[src/rtl/rename_pkg.sv]
// Shared rename-stage types: physical register index, free-count width and the
// prefetched-slot record used by the free-list allocator.
package rename_pkg;
   localparam int PREG_W   = 6;
   localparam int NUM_PREG = 2 ** PREG_W;

   typedef logic [PREG_W-1:0] preg_t;
   typedef logic [PREG_W:0]   count_t;

   typedef struct packed {
      logic  valid;
      preg_t preg;
   } preg_slot_t;

   function automatic logic slot_holds(input preg_slot_t s, input preg_t p);
      return s.valid && (s.preg == p);
   endfunction
endpackage

[src/rtl/find_two_set.sv]
// Priority encoder: lowest and second-lowest set bit of a vector, with found flags.
module find_two_set #(
   parameter int N = 64,
   parameter int W = 6
) (
   input  logic [N-1:0] i_vec,
   output logic [W-1:0] o_idx0,
   output logic         o_found0,
   output logic [W-1:0] o_idx1,
   output logic         o_found1
);
   always_comb begin
      o_idx0   = '0;
      o_found0 = 1'b0;
      o_idx1   = '0;
      o_found1 = 1'b0;
      for (int i = 0; i < N; i++) begin
         if (i_vec[i]) begin
            if (!o_found0) begin
               o_idx0   = W'(i);
               o_found0 = 1'b1;
            end else if (!o_found1) begin
               o_idx1   = W'(i);
               o_found1 = 1'b1;
            end
         end
      end
   end
endmodule

[src/rtl/preg_free_list_alloc.sv]
// Physical-register free list for the INT + LS rename lanes: bitmap of free
// registers, two prefetched slots granted all-or-nothing, ROB commit reclaim.
module preg_free_list_alloc
   import rename_pkg::*;
(
   input  logic              clk,
   input  logic              res,
   input  logic              alloc_int_req,
   input  logic              alloc_ls_req,
   output logic [PREG_W-1:0] alloc_int_preg,
   output logic [PREG_W-1:0] alloc_ls_preg,
   output logic              alloc_stall,
   input  logic              free0_valid,
   input  logic [PREG_W-1:0] free0_preg,
   input  logic              free1_valid,
   input  logic [PREG_W-1:0] free1_preg,
   output logic [PREG_W:0]   free_count,
   output logic              err_double_free
);
   logic [NUM_PREG-1:0] r_free_map;
   preg_slot_t          r_slot0, r_slot1;
   count_t              r_free_count;
   logic                r_err;

   logic [1:0] w_need, w_have, w_used, w_refill;
   logic       w_stall, w_grant_int, w_grant_ls;

   assign w_need      = {1'b0, alloc_int_req} + {1'b0, alloc_ls_req};
   assign w_have      = {1'b0, r_slot0.valid} + {1'b0, r_slot1.valid};
   assign w_stall     = w_need > w_have;
   assign w_grant_int = alloc_int_req & ~w_stall;
   assign w_grant_ls  = alloc_ls_req & ~w_stall;
   assign w_used      = w_stall ? 2'd0 : w_need;
   assign w_refill    = 2'd2 - w_have;

   assign alloc_stall     = w_stall;
   assign alloc_int_preg  = w_grant_int ? r_slot0.preg : '0;
   assign alloc_ls_preg   = !w_grant_ls ? '0 : (alloc_int_req ? r_slot1.preg : r_slot0.preg);
   assign free_count      = r_free_count;
   assign err_double_free = r_err;

   preg_t w_low0, w_low1;
   logic  w_found0, w_found1;

   find_two_set #(.N(NUM_PREG), .W(PREG_W)) u_find (
      .i_vec    (r_free_map),
      .o_idx0   (w_low0),
      .o_found0 (w_found0),
      .o_idx1   (w_low1),
      .o_found1 (w_found1)
   );

   // Slots stay compacted (slot1 valid implies slot0 valid); refills only go
   // into slots that were already empty at the start of the cycle.
   preg_slot_t w_rem0, w_rem1, w_fill_a, w_fill_b, w_next0, w_next1;
   always_comb begin
      w_rem0 = '0;
      w_rem1 = '0;
      case (w_used)
         2'd0: begin
            w_rem0 = r_slot0;
            w_rem1 = r_slot1;
         end
         2'd1:    w_rem0 = r_slot1;
         default: ;
      endcase
      w_fill_a.valid = w_found0 && (w_refill != 2'd0);
      w_fill_a.preg  = w_low0;
      w_fill_b.valid = w_found1 && (w_refill == 2'd2);
      w_fill_b.preg  = w_low1;
      w_next0 = w_rem0.valid ? w_rem0 : w_fill_a;
      w_next1 = w_rem1.valid ? w_rem1 : (w_rem0.valid ? w_fill_a : w_fill_b);
   end

   logic w_f0_live, w_f1_live, w_f0_bad, w_f1_bad, w_dup;
   logic w_f0_ok, w_f1_ok, w_err_now;

   assign w_f0_live = free0_valid && (free0_preg != '0);
   assign w_f1_live = free1_valid && (free1_preg != '0);
   assign w_f0_bad  = r_free_map[free0_preg] || slot_holds(r_slot0, free0_preg)
                      || slot_holds(r_slot1, free0_preg);
   assign w_f1_bad  = r_free_map[free1_preg] || slot_holds(r_slot0, free1_preg)
                      || slot_holds(r_slot1, free1_preg);
   assign w_dup     = w_f0_live && w_f1_live && (free0_preg == free1_preg);
   assign w_f0_ok   = w_f0_live && !w_f0_bad;
   assign w_f1_ok   = w_f1_live && !w_f1_bad && !w_dup;
   assign w_err_now = (w_f0_live && w_f0_bad) || (w_f1_live && w_f1_bad) || w_dup;

   logic [NUM_PREG-1:0] w_load_mask, w_free_mask;
   for (genvar gi = 0; gi < NUM_PREG; gi++) begin : g_mask
      assign w_load_mask[gi] = (w_fill_a.valid && (w_fill_a.preg == PREG_W'(gi)))
                               || (w_fill_b.valid && (w_fill_b.preg == PREG_W'(gi)));
      assign w_free_mask[gi] = (w_f0_ok && (free0_preg == PREG_W'(gi)))
                               || (w_f1_ok && (free1_preg == PREG_W'(gi)));
   end

   always_ff @(posedge clk) begin
      if (res) begin
         r_free_map   <= {{(NUM_PREG-1){1'b1}}, 1'b0};
         r_slot0      <= '0;
         r_slot1      <= '0;
         r_free_count <= count_t'(NUM_PREG - 1);
         r_err        <= 1'b0;
      end else begin
         // Loaded bits were set at cycle start and legal frees were clear, so the masks never overlap.
         r_free_map   <= (r_free_map & ~w_load_mask) | w_free_mask;
         r_slot0      <= w_next0;
         r_slot1      <= w_next1;
         r_free_count <= r_free_count + count_t'(w_f0_ok) + count_t'(w_f1_ok) - count_t'(w_used);
         r_err        <= r_err | w_err_now;
      end
   end
endmodule

[config.mk]
export PLATFORM = sky130hd
export DESIGN_NAME = preg_free_list_alloc
export DESIGN_NICKNAME = d
export VERILOG_FILES = /design/src/rtl/rename_pkg.sv /design/src/rtl/find_two_set.sv /design/src/rtl/preg_free_list_alloc.sv
export SDC_FILE = /design/constraint.sdc
export NUM_CORES = 1
export LEC_CHECK = 0
export ABC_CLOCK_PERIOD_IN_PS = 18700
export CAP_MARGIN = 20
export CORE_ASPECT_RATIO = 1.5
export CORE_UTILIZATION = 30
export CTS_CLUSTER_DIAMETER = 50
export DETAILED_ROUTE_END_ITERATION = 16
export HOLD_SLACK_MARGIN = 0.03
export SLEW_MARGIN = 5
export SYNTH_ARGS = -nofsm -noshare
export SYNTH_HDL_FRONTEND = slang
export SYNTH_SLANG_ARGS = --single-unit
export TNS_END_PERCENT = 10
[constraint.sdc]
create_clock -name clk -period 18.7 [get_ports clk]
set_clock_uncertainty 0.15 [all_clocks]
set_input_delay 3.74 -clock clk [delete_from_list [all_inputs] [get_ports clk]]
set_output_delay 3.74 -clock clk [all_outputs]
set_load 0.02 [all_outputs]
---- Word-level counts from Yosys, hierarchy flattened ----
Index checks and enable logic that the tools add are counted.
word-level totals
  memory bits (read-only) ................. 0
  input port bits ......................... 18
  output and inout bits ................... 21
  bits in latches ......................... 0
  logic and storage cells ................. 1,217
  register bits after elaboration ......... 86
  memories kept ........................... 0
  memory bits (writable) .................. 0
cells by class
  $add $sub $neg .......................... 6
  shifts and indexed selects .............. 0
  div/mod/pow operators ................... 0
  multiply operators ...................... 0
  reduce and logical (&&, ||, !) cells .... 416
  magnitude comparators ................... 3
  mux-type cells .......................... 517
  equality and inequality tests ........... 261
  bitwise operators ....................... 7
operator list
  cell                number
  $mux 6              315
  $eq 6x6->1 const B  128
  $eq 6x5->1 const B  64
  $logic_and 1x1->1   271
  $mux 1              194
  $eq 6x4->1 const B  32
  $logic_or 1x1->1    134
  $eq 6x3->1 const B  16
  $and 64x64->64      1
  $not 64->64         1
  $or 64x64->64       1
  $eq 6x2->1 const B  8
  $eq 6x6->1          5
  $mux 7              4
  $eq 6x1->1 const B  4
  $logic_not 6->1     4
  $add 7x1->7         2
  $lt 6x7->1 const B  2
  $pmux 7 s2          1
  $bmux 1 s6          2
  $reduce_bool 6->1   2
  $sub 7x2->7         1
  $add 1x1->2         2
  $ne 2x2->1 const B  2
  other kinds (11)    14

---- Logic depth before layout (Yosys ltp) ----
Gate-level depths: netlist of the first run.
  depth in word-level cells ............... 195
  gate-level depth with buffers ........... 39
  depth with buffers taken out ............ 35

---- Cells and area by module ----
Synthesis of the first run repeated with hierarchy kept, for this count alone.
second synthesis, totals
  cells, all modules ...................... 1,788
  area total of the unflattened synthesis .. 12,395.6 µm²
modules (own cells, without submodules)
  module                times used  area an instance (µm²)  sequential area each (µm²)  cells an instance
  preg_free_list_alloc  1           6,488.7                 1,721.7                     741
  find_two_set          1           5,906.9                 0.0                         1,047

---- Worst setup path after synthesis of the first run ----
Ideal clock, no wire load.
  path type ............................... input to output
  start point ............................. input alloc_int_req
  end point ............................... output alloc_ls_preg[0]
  slack ................................... 9,570 ps
  path buffers ............................ 1
  required time ........................... 14,810 ps
  stages .................................. 7
  data arrival time ....................... 5,240 ps
  path through ............................ ha_1 > ha_1 > nor2b_1 > o21ai_0 > clkbuf_1 > nand2_1 > nor2_1
between the ends
  word-level cells in the longest chain between the ends .. 5
  elaborated cells on any way between the ends .. 6
  classes of those cells .................. add/sub: 1; order compare: 1; mux: 2; bitwise: 2
RTL lines
  element      line                        source
  from (decl)  preg_free_list_alloc.sv:8   input logic alloc_int_req,
  $add 1x1->2  preg_free_list_alloc.sv:28  assign w_need = {1'b0, alloc_int_req} + {1'b0, alloc_ls_req};
  $gt 2x2->1   preg_free_list_alloc.sv:30  assign w_stall = w_need > w_have;
  $not 1->1    preg_free_list_alloc.sv:32  assign w_grant_ls = alloc_ls_req & ~w_stall;
  $and 1x1->1  preg_free_list_alloc.sv:32
  $mux 6 *     preg_free_list_alloc.sv:38  assign alloc_ls_preg = !w_grant_ls ? '0 : (alloc_int_req ? r_slot1.preg : r_slot0.preg);
  to (decl)    preg_free_list_alloc.sv:11  output logic [PREG_W-1:0] alloc_ls_preg,
Every way passes the cells marked *; elsewhere a longest branch is shown, timed or not.

---- Worst setup path after layout of the first run ----
  start point ............................. input alloc_int_req
  end point ............................... output alloc_ls_preg[4]
The elaborated chain is that of the path after synthesis.

==> results of run 1 <==
## worst max path at each step
stage	from	endpoint	slack, ns	cells after the start
finish	alloc_int_req	alloc_ls_preg[4]	7.82	8
global route	r_free_map[0]$_SDFF_PP0_	r_free_map[19]$_SDFF_PP1_	7.48	32
CTS	alloc_int_req	alloc_ls_preg[1]	7.82	8
detailed placement	alloc_int_req	alloc_ls_preg[1]	7.82	8
global placement	alloc_int_req	alloc_ls_preg[1]	7.97	8
floorplan	alloc_int_req	alloc_ls_preg[0]	9.57	7
## final cells by class
| cell class | instances | area, um2 | share of cell area, % |
|---|---|---|---|
| multi-input combinational | 1660 | 10700 | 75.4 |
| sequential | 86 | 1720 | 12.1 |
| tap | 576 | 721 | 5.08 |
| timing repair buffer | 60 | 531 | 3.74 |
| inverter | 64 | 240 | 1.69 |
| clock buffer | 9 | 225 | 1.59 |
| clock inverter | 7 | 57.6 | 0.406 |
## metal layers
layer | global-route usage, % | vias up | routed length (um)
met5 | 0 | - | 0
met2 | 44.4 | 710 | 28700
met1 | 26.4 | 7539 | 21000
met3 | 2.92 | 198 | 3210
li1 | - | 7277 | -
met4 | 15.8 | 0 | 3690
## stage by stage
step | total power [mW] | worst slack (ns) | util [%] | hold slack [ns]
after floorplan | 0.638 | 9.57 | - | 0.341
after global placement | 0.788 | 7.97 | 31.7 | 0.346
after detailed placement | 0.799 | 7.82 | 31.7 | 0.375
after CTS | 0.977 | 7.82 | 32.4 | 0.393
after global routing | 1.04 | 7.48 | 32.4 | 0.409
final | 0.989 | 7.82 | 32.4 | 0.383
## sequential cells by signal (all words and copies together), names as in the netlist
signal           count
err_double_free      1
r_slot0              7
free_count           7
r_slot1              7
r_free_map          64
## cell families after synthesis
family | Yosys count | synth area share [%]
flip-flops | 86 | 12.9
AND/OR/NAND/NOR | 811 | 29.9
buffers and inverters | 222 | 6.70
multiplexers | 52 | 7.87
AO/OA/AOI/OAI | 721 | 36.8
XOR/XNOR | 40 | 2.63
adder cells (fa/ha/maj) | 36 | 3.20
## critical path, delay by kind of cell
| kind | cells | cell delay (ns) |
|---|---|---|
| buffers and inverters | 2 | 1.40 |
| AND/OR/NAND/NOR | 3 | 0.60 |
| AO/OA/AOI/OAI | 1 | 0.69 |
| adder cells (fa/ha/maj) | 2 | 0.57 |
## cell usage in the layout, fill, tap and decap left out, types with 21 or more instances in the layout
cell,instances
a211oi_1,28
a21oi_1,154
a221oi_1,45
a31oi_1,23
and3_1,21
buf_4,22
clkdlybuf4s50_1,35
dfxtp_1,86
inv_1,62
mux4_2,42
nand2_1,221
nand2b_1,42
nand3_1,58
nand4_1,21
nor2_1,216
nor2b_1,22
nor3_1,64
nor4_1,24
o211ai_1,35
o21ai_0,171
o21ai_1,28
o221ai_1,31
or3_1,24
xnor2_1,23
## power groups by stage
stage	Sequential, mW	Clock, mW	Combinational [mW]
after floorplan	0.223	0	0.415
after global placement	0.235	0	0.554
after detailed placement	0.236	0	0.563
after CTS	0.232	0.180	0.565
after global routing	0.236	0.189	0.618
final	0.233	0.179	0.578
## synth_stat cells (all sizes together), types with 19 or more instances
library cell	count	area [um2]
nor3	66	340
a221oi	45	394
mux4	42	946
nand2b	43	277
inv	63	236
nor3b	19	164
nor2	221	847
xnor2	23	201
dfxtp	86	1720
o211ai	38	300
a31oi	23	144
and2	22	140
nor4	26	175
a211oi	34	285
or3	24	150
o21ai	202	1030
clkbuf	131	493
nor2b	22	138
o221ai	31	272
nand4	21	131
nand2	221	830
o31ai	21	168
nand3	58	290
o22ai	20	131
a21oi	156	788
buf	27	158
and3	22	139
==> results.ini, run 1 <==
[detailed_routing]
drtPass1Iterations = 6
drt_iter0_markers = 1438
wl_per_cell_um = 23.0
drcViolationCount = 0
dr_total_vias = 15724
vias_per_cell = 6.39
drt_wl_total_um = 56600
drtAntennaViolNets = 0

[hold_path]
worstHoldPathType = flip-flop to flip-flop
holdCritStartpoint = err_double_free$_SDFF_PP0_
hold_depth = 2
min_to = err_double_free$_SDFF_PP0_

[cts]
cts_buffers = 9
cts_root_buf = clkbuf_16
cts_max_path_buffers = 2
cts_tree = yes
ctsHtreeMaxLevel = 3
hold_buffers = 0
clock-sinks = 86
post_cts_resized = 0
cts.clk_slew.worst_paths_ns = 0.07
clk_latency_ns = 0.36
cts_setup_buffers = 0

[power]
pwr-share-clk_pct = 18.1
pwr-share-seq_pct = 23.5
ir_drop_mv = 0.0376
comb_power_share_pct = 58.4
power.density_mw_per_mm2 = 69.7
p_sw_uw = 495
p_sw_share_pct = 50.0
p_int_uw = 494
leakagePower_nw = 4.74

[place]
place_area_mm2 = 0.0139
dp_hpwl_um = 42200
place_inst = 2444
port_buffers = 38
globalplace.congestion = 1.00

[global_route]
grt_first_pass_wirelength_um = 86400
overflow = 0
grt_pass1_vias = 14814
grt.total_usage_pct = 24.3
grt_max_degree = 87
antenna_found_initial = 1

[logic_synthesis]
ys_warn_count = 0
async_flop_share_pct = 0
synth_edf_count = 0
syn_nets = 2005
ys_seq_area_share_pct = 12.9
syn_avg_cell_area_um2 = 6.76
synth_cells = 1968
synth_cell_types = 113
ys.flop_type = dfxtp_1
netlist_area_mm2 = 0.0133
ys_seq_elements = 86

[timing]
post-route-period-util_pct = 58.2
fin_crit_ns = 10.88
final.setup.tns_ns = 0
rsz0062_at_grt = no
maxSlewViolCount = 0
fmax_mhz = 91.9
finalHoldViolations = 0
tightest_slew_ns = 1.07
max-slew-margin-rel_pct = 28.5
setup_viol = 0

[worst_setup_path]
rrSetupSlack_ns = 8.34
crit_chain = clkdlybuf4s50_1 > ha_1 > ha_1 > nor2b_1 > o21ai_0 > nand2_1 > nor2_1 > clkdlybuf4s50_1
cp-start-kind = primary input
crit_fanout = 13
cp-end-kind = output port
crit_slowest_cell = clkdlybuf4s50_1
required_ns = 14.81
reg2regPathDepth = 34
worstPathArrival_ns = 6.99
r2r_start = r_free_map[0]$_SDFF_PP0_
crit_type = primary input to output port
critical-path-max-stage-delay_ns = 0.78
worstReg2RegEnd = r_free_map[19]$_SDFF_PP1_

[floorplanning]
die-area_mm2 = 0.0452
initial_core_util_pct = 30.4
rows = 94
fp.coreArea_mm2 = 0.0438
die_h_um = 260
pin_count = 39
die_width_um = 174

[cells_and_area]
drive_gt1_share_pct = 8.38
insertedDiodeCount = 0
areaGrowthSynthToFinish_pct = 6.64
final_nets = 1918
final_area_mm2 = 0.0142
fillerInstances = 4740
instances_no_fill = 2462

[run]
cap_violations = 0

[outcome]
outcome = complete, no violations

Note: power is estimated with default switching activity, not from simulation.
==> run 2, diff against run 1 <==
--- a/config.mk
+++ b/config.mk
@@ -5,7 +5,7 @@
 export SDC_FILE = /design/constraint.sdc
 export NUM_CORES = 1
 export LEC_CHECK = 0
-export ABC_CLOCK_PERIOD_IN_PS = 18700
+export ABC_CLOCK_PERIOD_IN_PS = 9200
 export CAP_MARGIN = 20
 export CORE_ASPECT_RATIO = 1.5
 export CORE_UTILIZATION = 30
==> constraint.sdc (replaced) <==
create_clock -name clk -period 9.2 [get_ports clk]
set_clock_uncertainty 0.15 [all_clocks]
set_input_delay 1.84 -clock clk [delete_from_list [all_inputs] [get_ports clk]]
set_output_delay 1.84 -clock clk [all_outputs]
set_load 0.02 [all_outputs]
==> run 2 against run 1 <==
Non-clock buffer count grew 164. Largest cell class unchanged. Critical path type is now flip-flop to flip-flop. Die area is the same. Power grew 140%. Register-to-register slack lost 8.2 ns.
==> results.ini, run 2 (synthesis results as in run 1) <==
[place]
dpl_worst_slack_ns = -0.223
dp_hpwl_um = 45200
globalplace.congestion = 0.981
port_buffers = 38

[timing]
fin_ws_ns = 0.148
maxSlewViolCount = 0
rsz0062_at_grt = yes
fin_crit_ns = 9.05
tightest_slew_ns = 1.24
finalHoldViolations = 0
post-route-period-util_pct = 98.4
setup_viol = 0
whs_ns = 0.382
max-slew-margin-rel_pct = 17.5
final.setup.tns_ns = 0
fmax_mhz = 110

[cells_and_area]
final_common_cell = nand2_1
insertedDiodeCount = 0
largest_register = r_free_map
seq_area_mm2 = 0.00173
fillerInstances = 4615
layout_common_cells = 217 x nand2_1, 216 x nor2_1, 178 x buf_4, 155 x o21ai_0, 148 x a21oi_1
drive_gt1_share_pct = 19.6
largest_register_ffs = 64
final_nets = 2082
multi_input_area_mm2 = 0.0112
areaGrowthSynthToFinish_pct = 20.4

[cts]
ctsHtreeMaxLevel = 3
cts_buffers = 9
hold_buffers = 0
cts_tree = yes
cts.clk_slew.worst_paths_ns = 0.07
cts_root_buf = clkbuf_16
clk_latency_ns = 0.36
clock-sinks = 86
cts_max_path_buffers = 2

[hold_path]
worstHoldPathType = flip-flop to flip-flop

[run]
cap_violations = 0

[power]
leakagePower_nw = 5.65
power.density_mw_per_mm2 = 147
totalPowerFinal_mw = 2.35
ir_drop_mv = 0.0969

[worst_setup_path]
crit_fanout = 11
crit_top_cell = buf_4
cp-end-kind = flip-flop
critical-path-max-stage-delay_ns = 0.57
crit_type = flip-flop to flip-flop
worstPathArrival_ns = 9.07
cp-start-kind = flip-flop
required_ns = 9.22
crit_slowest_cell = or4_1

[detailed_routing]
wl_per_cell_um = 22.7
drcViolationCount = 0
drt_wl_total_um = 59700
drtPass1Iterations = 6
vias_per_cell = 6.31
dr_total_vias = 16561
drtAntennaViolNets = 0
drt_iter0_markers = 1301

[floorplanning]
pin_count = 39
die_width_um = 174
initial_core_util_pct = 30.4
fp.coreArea_mm2 = 0.0438
die-area_mm2 = 0.0452
rows = 94
die_h_um = 260

[outcome]
outcome = complete, no violations

[global_route]
overflow = 0
grt_pass1_vias = 15838
grt_max_degree = 87
antenna_found_initial = 1
use_met3_pct = 2.70
use_met2_pct = 46.6
grt.total_usage_pct = 25.4
gr-max-usage-layer = met2
grt_first_pass_wirelength_um = 90200
grt_util_met1_pct = 26.9

==> run 2: cell types whose count changed in the layout (fill, tap and decap cells not counted), sizes merged <==
cell	previous run	this run
buf	25	189
clkbuf	9	12
inv	66	64
bufinv	0	1
clkinv	3	2
clkinvlp	2	1
==> run 2: final cells by class <==
cell class              instances  area share [%]
inverters                      64            1.50
clock buffers                  12            1.54
repair buffers                224            11.2
clock inverters                 4           0.344
flip-flops and latches         86            10.8
multi-input cells            1660            70.2
well taps                     576            4.50
==> run 2: timing repair <==
| item | CTS | global route |
|---|---|---|
| setup buffers | 0 | 22 |
| endpoints found under the setup margin | 42 | 66 |
| resized for setup | 3 | 130 |
| pin swaps | 1 | 66 |
==> run 2: path summary, 6_finish.rpt <==
path | slack [ns] | start | endpoint | cells after the start
worst max register to register | 0.15 | r_free_map[0]$_SDFF_PP0_ | r_free_map[34]$_SDFF_PP1_ | 44
worst max-delay path | 0.15 | r_free_map[0]$_SDFF_PP0_ | r_free_map[34]$_SDFF_PP1_ | 44
worst min register to register | 0.38 | err_double_free$_SDFF_PP0_ | err_double_free$_SDFF_PP0_ | 2
worst min-delay path | 0.38 | err_double_free$_SDFF_PP0_ | err_double_free$_SDFF_PP0_ | 2
==> run 2: worst max-delay path, delay by kind of cell, from the launching register on <==
family | cells | cell delay [ns]
simple gates | 9 | 1.89
compound gates | 23 | 4.66
flops | 1 | 0.35
fa+ha+maj | 1 | 0.17
buf+inv | 11 | 1.66
==> run 2: metal layers <==
layer  share of wire [%]  routed length, um  vias to the layer above
met5               0.022                 13                        -
met2                  51              30300                      735
met4                 7.5               4490                        2
li1                    -                  -                     7604
met3                 5.8               3470                      246
met1                  36              21400                     7974
==> run 2: where the power goes <==
part	total [mW]	leakage (nW)	switching, mW	internal [mW]
combinational	1.51	4.80	0.889	0.620
clock	0.382	0.143	0.162	0.220
sequential	0.457	0.700	0.0510	0.406
==> run 2: metrics by stage <==
stage / cell area, um2 / instances / util, %
finish: 16000 / 2626 / 36.6
global route: 16000 / 2626 / 36.6
CTS: 15300 / 2606 / 35.0
detailed placement: 15000 / 2590 / 34.3
global placement: 15000 / 2590 / 34.3
floorplan: 13300 / 1968 / -
==> run 3, diff against run 2 <==
--- a/config.mk
+++ b/config.mk
@@ -8,6 +8,7 @@
 export ABC_CLOCK_PERIOD_IN_PS = 9200
 export CAP_MARGIN = 20
 export CORE_ASPECT_RATIO = 1.5
+export CORE_MARGIN = 2
 export CORE_UTILIZATION = 30
 export CTS_CLUSTER_DIAMETER = 50
 export DETAILED_ROUTE_END_ITERATION = 16
==> run 3 against run 2 <==
Worst setup slack gained 0.016 ns. Clock power increased by 13%. Worst hold slack got worse by 0.024 ns. Register-to-register slack improved by 0.02 ns.
==> results.ini, run 3 (synthesis results as in run 1) <==
[power]
p_int_mw = 1.32
power.density_mw_per_mm2 = 152
pwr-share-seq_pct = 19.1
comb_power_share_pct = 63.2
leakagePower_nw = 5.51
ir_drop_mv = 0.0799
pwr-share-clk_pct = 17.8
p_sw_mw = 1.11
p_sw_share_pct = 45.7

[timing]
tightest_slew_ns = 1.20
maxSlewViolCount = 0
setup_viol = 0
rsz0062_at_grt = yes
fin_ws_ns = 0.165
final.setup.tns_ns = 0
max-slew-margin-rel_pct = 19.7
post-route-period-util_pct = 98.2
finalHoldViolations = 0
fmax_mhz = 111
whs_ns = 0.357
fin_crit_ns = 9.04

[cells_and_area]
fillerInstances = 4567
final_nets = 2039
seq_area_mm2 = 0.00173
insertedDiodeCount = 0
areaGrowthSynthToFinish_pct = 19.8
instances_no_fill = 2583
drive_gt1_share_pct = 18.7
largest_register = r_free_map
largest_register_ffs = 64
final_area_mm2 = 0.0159
final_common_cell = nand2_1
multi_input_area_mm2 = 0.0114
layout_common_cells = 215 x nand2_1, 213 x nor2_1, 157 x o21ai_0, 149 x a21oi_1, 132 x buf_4

[worst_setup_path]
crit_fanout = 6
cp-start-kind = flip-flop
required_ns = 9.31
rrSetupSlack_ns = 0.16
reg2regPathDepth = 41
worstPathArrival_ns = 9.14
r2r_start = r_free_map[0]$_SDFF_PP0_
crit_type = flip-flop to flip-flop
worstReg2RegEnd = r_free_map[60]$_SDFF_PP1_
cp-end-kind = flip-flop
crit_slowest_cell = or4_4
critical-path-max-stage-delay_ns = 0.45
crit_top_cell = buf_4

[place]
globalplace.congestion = 0.991
place_area_mm2 = 0.0146
place_inst = 2538
dp_hpwl_um = 44800
dpl_worst_slack_ns = -0.159
port_buffers = 38

[cts]
cts.clk_slew.worst_paths_ns = 0.07
cts_root_buf = clkbuf_16
cts_tree = yes
clk_latency_ns = 0.36
ctsHtreeMaxLevel = 3
cts_max_path_buffers = 2
cts_buffers = 9
clock-sinks = 86
hold_buffers = 0

[global_route]
grt.total_usage_pct = 24.7
grt_pass1_vias = 15784
grt_max_degree = 87
overflow = 0
grt_first_pass_wirelength_um = 89900
antenna_found_initial = 0

[run]
cap_violations = 0

[detailed_routing]
drcViolationCount = 0
drtAntennaViolNets = 0
dr_total_vias = 16409
drtPass1Iterations = 6
drt_iter0_markers = 1724
vias_per_cell = 6.35
drt_wl_total_um = 59400
wl_per_cell_um = 23.0

[hold_path]
worstHoldPathType = flip-flop to flip-flop
min_to = err_double_free$_SDFF_PP0_
hold_depth = 2
holdCritStartpoint = err_double_free$_SDFF_PP0_

[floorplanning]
pin_count = 39
rows = 94
die_h_um = 262
die-area_mm2 = 0.0461
fp.coreArea_mm2 = 0.0439
die_width_um = 176
initial_core_util_pct = 30.3

[outcome]
outcome = complete, no violations

==> run 3: final cells by class <==
type / instances / share of cell area (%)
multi-input combinational: 1660 / 71.4
timing repair buffer: 181 / 9.56
tap: 576 / 4.52
clock buffer: 11 / 1.46
clock inverter: 5 / 0.675
inverter: 64 / 1.51
sequential: 86 / 10.9
==> run 3: power by group through the flow <==
stage	clock network (mW)	registers, mW	logic, mW
floorplan	0	0.453	0.843
global placement	0	0.464	1.25
detailed placement	0	0.466	1.28
CTS	0.428	0.458	1.30
global route	0.449	0.467	1.63
finish	0.430	0.462	1.53
==> run 3: how the worst max path moves through the flow <==
stage / from / end / slack [ns] / depth (start not counted)
2_1_floorplan: r_free_map[0]$_SDFF_PP0_ / r_free_map[60]$_SDFF_PP1_ / 1.11 / 35
3_3_place_gp: r_free_map[0]$_SDFF_PP0_ / r_free_map[34]$_SDFF_PP1_ / 0.11 / 40
3_5_place_dp: r_free_map[0]$_SDFF_PP0_ / r_free_map[34]$_SDFF_PP1_ / -0.16 / 38
4_1_cts: r_free_map[0]$_SDFF_PP0_ / r_free_map[19]$_SDFF_PP1_ / -0.03 / 36
5_1_grt: r_free_map[0]$_SDFF_PP0_ / r_free_map[60]$_SDFF_PP1_ / -0.26 / 43
6_report: r_free_map[0]$_SDFF_PP0_ / r_free_map[60]$_SDFF_PP1_ / 0.16 / 41
==> run 3: what timing repair did <==
action,CTS,global route
resized for setup,2,155
cloned,0,1
setup buffers,3,24
endpoints found under the setup margin,9,65
pin swaps,3,51
==> run 3: worst max-delay path, delay by kind of cell (launching register included) <==
| family | cells | cell delay (ns) |
|---|---|---|
| AND/OR/NAND/NOR | 9 | 2.33 |
| buffers and inverters | 8 | 1.33 |
| adder cells (fa/ha/maj) | 1 | 0.15 |
| AO/OA/AOI/OAI | 23 | 4.56 |
| flip-flops | 1 | 0.36 |
==> run 3: metrics by stage <==
step | util (%) | total power, mW
after global placement | 33.3 | 1.72
after CTS | 34.2 | 2.18
after global routing | 36.3 | 2.54
after detailed placement | 33.3 | 1.74
after floorplan | - | 1.30
final | 36.3 | 2.42
==> run 3: layer usage <==
layer	track usage, %	wire (um)
met3	2.26	3120
met4	17.4	4740
met5	0	0
met2	45.4	30200
met1	26.6	21400
